File: src/rtl/rx78_cart_loader.sv
// Cartridge upload stage: turns the HPS ioctl byte stream into cartridge RAM writes and pads the tail.
// Optional RX78_CART_CHECKSUM_EN enables a 16-bit wrapping sum of the loaded bytes on cart_sum.
module rx78_cart_loader #(
  parameter logic [7:0] CART_INDEX = 8'd1,
  parameter int         ADDR_W     = 15,
  parameter logic [7:0] PAD_BYTE   = 8'hFF
) (
  input  logic              clk_sys,
  input  logic              reset,
  input  logic              ioctl_download,
  input  logic [7:0]        ioctl_index,
  input  logic              ioctl_wr,
  input  logic [24:0]       ioctl_addr,
  input  logic [7:0]        ioctl_dout,
  output logic              ioctl_wait,
  output logic              mem_we,
  output logic [ADDR_W-1:0] mem_addr,
  output logic [7:0]        mem_din,
  output logic [ADDR_W:0]   cart_size,
  output logic              cart_valid,
  output logic              overflow,
  output logic [15:0]       cart_sum
);

  typedef enum logic [1:0] {IDLE, LOAD, PAD, DONE} state_t;

  localparam logic [ADDR_W:0] FULL = {1'b1, {ADDR_W{1'b0}}};

  state_t            state, state_nx;
  logic              dl_q;
  logic              sel, rise, fall, start, acc, drop;
  logic [ADDR_W:0]   addr_p1, size_nx;
  logic [ADDR_W-1:0] ptr;

  assign sel     = (ioctl_index == CART_INDEX);
  assign rise    = ioctl_download & ~dl_q;
  assign fall    = ~ioctl_download & dl_q;
  assign start   = rise && sel && (state != LOAD);
  assign acc     = (state == LOAD) && sel && ioctl_wr && ((ioctl_addr >> ADDR_W) == '0);
  assign drop    = (state == LOAD) && sel && ioctl_wr && ((ioctl_addr >> ADDR_W) != '0);
  assign addr_p1 = {1'b0, ioctl_addr[ADDR_W-1:0]} + (ADDR_W+1)'(1);
  // Includes a byte strobed in the same cycle as the falling edge
  assign size_nx = (acc && (addr_p1 > cart_size)) ? addr_p1 : cart_size;

  always_ff @(posedge clk_sys) begin
    if (reset) state <= IDLE;
    else       state <= state_nx;
  end

  always_comb begin
    state_nx = state;
    case (state)
      IDLE, DONE: if (start) state_nx = LOAD;
      LOAD: begin
        if (fall) begin
          if (size_nx == '0)        state_nx = IDLE;
          else if (size_nx == FULL) state_nx = DONE;
          else                      state_nx = PAD;
        end
      end
      PAD: begin
        if (start)      state_nx = LOAD;
        else if (&ptr)  state_nx = DONE;
      end
      default: state_nx = IDLE;
    endcase
  end

  always_comb begin
    ioctl_wait = (state == PAD);
    cart_valid = (state == DONE);
  end

  always_ff @(posedge clk_sys) begin
    if (reset) begin
      dl_q      <= 1'b0;
      mem_we    <= 1'b0;
      mem_addr  <= '0;
      mem_din   <= '0;
      cart_size <= '0;
      overflow  <= 1'b0;
      ptr       <= '0;
    end else begin
      dl_q   <= ioctl_download;
      mem_we <= 1'b0;
      if (start) begin
        cart_size <= '0;
        overflow  <= 1'b0;
      end else if (state == LOAD) begin
        if (acc) begin
          mem_we    <= 1'b1;
          mem_addr  <= ioctl_addr[ADDR_W-1:0];
          mem_din   <= ioctl_dout;
          cart_size <= size_nx;
        end
        if (drop) overflow <= 1'b1;
        if (fall) ptr <= size_nx[ADDR_W-1:0];
      end else if (state == PAD) begin
        mem_we   <= 1'b1;
        mem_addr <= ptr;
        mem_din  <= PAD_BYTE;
        ptr      <= ptr + 1'b1;
      end
    end
  end

`ifdef RX78_CART_CHECKSUM_EN
  logic [15:0] sum_q;
  always_ff @(posedge clk_sys) begin
    if (reset)      sum_q <= '0;
    else if (start) sum_q <= '0;
    else if (acc)   sum_q <= sum_q + {8'h00, ioctl_dout};
  end
  assign cart_sum = sum_q;
`else
  assign cart_sum = '0;
`endif

endmodule

File: config.mk
export PLATFORM = sky130hd
export DESIGN_NAME = rx78_cart_loader
export DESIGN_NICKNAME = d
export VERILOG_FILES = /design/src/rtl/rx78_cart_loader.sv
export SDC_FILE = /design/constraint.sdc
export NUM_CORES = 1
export LEC_CHECK = 0
export CORE_ASPECT_RATIO = 1.25
export CORE_MARGIN = 2
export CORE_UTILIZATION = 50
export CTS_BUF_LIST = sky130_fd_sc_hd__clkbuf_8
export DETAILED_ROUTE_END_ITERATION = 12
export PLACE_DENSITY = 0.85
export RECOVER_POWER = 50
export SYNTH_ARGS = -nofsm -noshare
export SYNTH_HDL_FRONTEND = slang
export SYNTH_SLANG_ARGS = --single-unit
export TNS_END_PERCENT = 20
File: constraint.sdc
create_clock -name clk_sys -period 5 [get_ports clk_sys]
set_input_delay 1.5 -clock clk_sys [delete_from_list [all_inputs] [get_ports clk_sys]]
set_output_delay 1.5 -clock clk_sys [all_outputs]
set_load 0.005 [all_outputs]
==> impl_metrics.csv <==
group,metric,value,unit
cells_and_area,nNetsFinal,622,
global_routing,track_usage,0.278,
global_routing,grt_max_degree,47,
power_and_ir_drop,internal-power,0.000881,W
drt,drtIter0Drc,323,
drt,vias_per_cell,5.89,
timing,period_needed,4.80,ns
yosys,synthFlopType,"dfxtp_1",
yosys,ys_seq_area_frac,0.314,
outcome,status,"finished, final reports clean",
cts,htree_levels,3,
drt,via_count,3847,
yosys,synth_compound_area_frac,0.174,
timing,fmax,208,MHz
setup_path,reg2reg_slack,1.68,ns
setup_path,crit_buf_inv,2,
power_and_ir_drop,pwr-share-seq,0.424,
cts,cts_buffer_depth,2,
yosys,yosys.area_share.simple,0.261,
timing,relSlewSlack,0.243,
cts,cts_setup_buffers,0,
timing,post-route-period-util,0.961,
power_and_ir_drop,p_switching,0.000382,W
yosys,synthXorXnorAreaFrac,0.0303,
min_path,hold_start,"overflow",
power_and_ir_drop,p_leak,1.84,nW
placed_design,preCtsSetupSlack,-0.0865,ns
timing,setup_viol,0,
yosys,synthArstFlopShare,0,
global_routing,grt_pass1_vias,3634,
global_routing,grt_pass1_wl,17700,um
power_and_ir_drop,clkPwrFrac,0.337,
cts,clkSinkCount,59,
cts,cts_resized,0,
drt,wirelength,11000,um
yosys,syn-instance-count,459,
min_path,hold_class,"register to register",
setup_path,cp-start-kind,"input port",
yosys,synth_fa_ha_area_frac,0.0700,
setup_path,reg2reg_to,"mem_addr[4]",
setup_path,worstPathMaxFanout,11,
global_routing,grt_antenna_before_repair,0,
cells_and_area,antenna_cells,0,
drt,routedWlPerCell,16.8,um
cts,clkLatencyLatePin,0.34,ns
cts,cts_tree,"done",
placed_design,io_buffer_count,87,
cts,clk_pin_slew,0.07,ns
power_and_ir_drop,comb_power_share,0.239,
setup_path,cp_num_cells,13,
die,die_width,81.5,um
drt,ant_nets,0,
timing,fin_hold_ws,0.470,ns
timing,finalHoldViolCount,0,
setup_path,slowest_stage,"clkdlybuf4s50_1",
yosys,ys_warn_count,0,
placed_design,gp_congestion,0.955,
min_path,holdPathEnd,"overflow",
timing,setup_tns,0,ns
timing,skew,0.0122,ns
run,maxCapViolCount,0,
power_and_ir_drop,power.density,255,nW/um^2
die,boundaryPins,104,
die,core.rowCount,35,
placed_design,dp.cells,637,
setup_path,r2r-start,"state[1]",
yosys,yosysUniqueCellTypes,59,
timing,drv_slew,0,
setup_path,end_kind,"register",
cells_and_area,area_delta_synth_final,32.0,%
yosys,synth-seq-cells,59,
setup_path,r2r_cells,8,
setup_path,path_class,"input port to register",
min_path,worstHoldPathCells,2,
global_routing,grt-ovfl-total,0,
setup_path,cp_slowest_stage_delay,0.58,ns
yosys,synth_edf_count,0,
placed_design,dp_hpwl,8390,um
die,dieArea,8230,sq um
yosys,syn_area_per_cell,8.18,sq um
cells_and_area,final_cells,653,
power_and_ir_drop,switching_share,0.302,
drt,drc,0,
cells_and_area,drive_gt1_frac,0.103,
drt,firstDrtPassIters,5,
cts,numCtsBuffers,9,
timing,final.setup.worst_slack,0.196,ns
setup_path,required,5.20,ns
timing,worst_slew_pin_slew,1.14,ns
cts,hold_buffers,0,
die,core_area,7310,sq um
yosys,synth_top_family_by_area,"simple AND/OR/NAND/NOR gates",
cells_and_area,final_util,0.678,
setup_path,cp.arrival,5.00,ns
setup_path,crit_family,"compound AO/OA/AOI/OAI gates",
yosys,syn-cell-area,3760,sq um
timing,grt_setup_unrepaired,"no",
setup_path,crit_chain,"clkdlybuf4s50_1 > ha_1 > and4_1 > nand4_1 > xnor2_1 > ha_1 > nand4_1 > a2111o_1 > a31oi_4 > buf_4 > mux2i_1 > nand2b_1 > a31oi_1",
power_and_ir_drop,peakVddDrop,0.219,mV
die,initial_core_util,0.514,
die,die-height,101,um
yosys,synth_mux_area_frac,0.0623,
cts,cts_root_buffer,"clkbuf_8",
state kept, by name (all words and copies together), names as in the netlist:
| signal | count |
|---|---|
| overflow | 1 |
| dl_q | 1 |
| mem_din | 8 |
| cart_size | 16 |
| mem_addr | 15 |
| state | 2 |
| mem_we | 1 |
| ptr | 15 |
layout by cell type, fill, tap and decap left out, types with 3 or more instances in the layout:
master,count
nor4_1,8
clkdlybuf4s50_1,43
nor2b_1,7
nor3_1,8
nand2_1,20
nand4_1,11
clkinv_2,3
nand3_1,12
nand3b_1,3
xnor2_1,7
dlygate4sd3_1,44
and3_1,5
xor2_1,6
a31oi_1,6
o21ai_0,21
inv_1,22
nor3b_1,4
a21oi_1,32
conb_1,16
mux2i_1,20
o41ai_1,3
or3_1,4
clkbuf_8,9
dfxtp_1,59
nor2_1,62
mux2_2,3
buf_4,25
ha_1,20
a211oi_1,17
nor4b_1,3
or4_1,10
nand2b_1,6
and4_1,5
cells by family (layout without fill, tap and decap cells):
| group | count (synthesis) | after routing |
|---|---|---|
| fa+ha+maj | 21 | 21 |
| simple gates | 181 | 181 |
| mux | 23 | 23 |
| compound gates | 97 | 97 |
| flops | 59 | 59 |
| buf+inv | 64 | 151 |
| other cells | 1 | 16 |
| xor+xnor | 13 | 13 |
metal layers:
metal,vias up,track usage,share of wire
li1,1829,-,-
met1,1788,0.364,0.41
met2,203,0.457,0.50
met3,27,0.0520,0.070
met4,0,0.0913,0.022
met5,-,0,0
power by group through the flow:
stage               sequential, W  combinational [W]  clock, W
detailed placement       0.000545           0.000307         0
global placement         0.000544           0.000299         0
floorplan                0.000541           0.000171         0
CTS                      0.000535           0.000309  0.000429
finish                   0.000535           0.000302  0.000426
global route             0.000539           0.000334  0.000448
metrics by stage:
stage | area [sq um] | total power [W]
after detailed placement | 4760 | 0.000852
after floorplan | 3810 | 0.000712
final | 4960 | 0.00126
after global routing | 4960 | 0.00132
after CTS | 4950 | 0.00127
after global placement | 4760 | 0.000842
how the worst max path moves through the flow:
stage | startpoint | slack [ns] | end
4_1_cts | ioctl_addr[1] | 0.25 | ptr[1]
2_1_floorplan | ioctl_addr[0] | 0.68 | state[0]
3_3_place_gp | ioctl_addr[1] | 0.05 | ptr[6]
3_5_place_dp | ioctl_addr[1] | -0.09 | ptr[1]
6_report | ioctl_addr[1] | 0.20 | ptr[6]
5_1_grt | ioctl_addr[1] | 0.004 | ptr[6]
synthesized netlist by cell type, types with 4 or more instances:
master / count / area [sq um]
nor3_1: 8 / 40.0
buf_4: 17 / 128
a211oi_1: 17 / 128
nand4_1: 11 / 68.8
a31oi_1: 6 / 37.5
nor3b_1: 4 / 30.0
nor2_1: 62 / 233
xnor2_1: 7 / 61.3
and4_1: 5 / 43.8
dfxtp_1: 59 / 1180
nand3_1: 12 / 60.1
or4_1: 10 / 75.1
and3_1: 5 / 31.3
or3_1: 4 / 25.0
xor2_1: 6 / 52.6
nor4_1: 8 / 50.1
clkbuf_1: 16 / 60.1
inv_1: 22 / 82.6
nand2_1: 20 / 75.1
nand2b_1: 6 / 37.5
a21oi_1: 32 / 160
o21ai_0: 21 / 105
nor2b_1: 7 / 43.8
buf_2: 5 / 25.0
mux2i_1: 20 / 200
ha_1: 21 / 263
worst min-delay path: stages, from the launching register on:
cell     delay, ns
dfxtp_1       0.33
a21oi_1       0.04
nor2_1        0.07
area by class of cell:
cell class | instances | area, sq um
flip-flops and latches | 59 | 1180
inverters | 22 | 82.6
well taps | 92 | 115
repair buffers | 113 | 1060
multi-input cells | 351 | 2320
clock inverters | 7 | 68.8
fillers | 609 | 2360
clock buffers | 9 | 124
(Power assumes the default switching activity.)
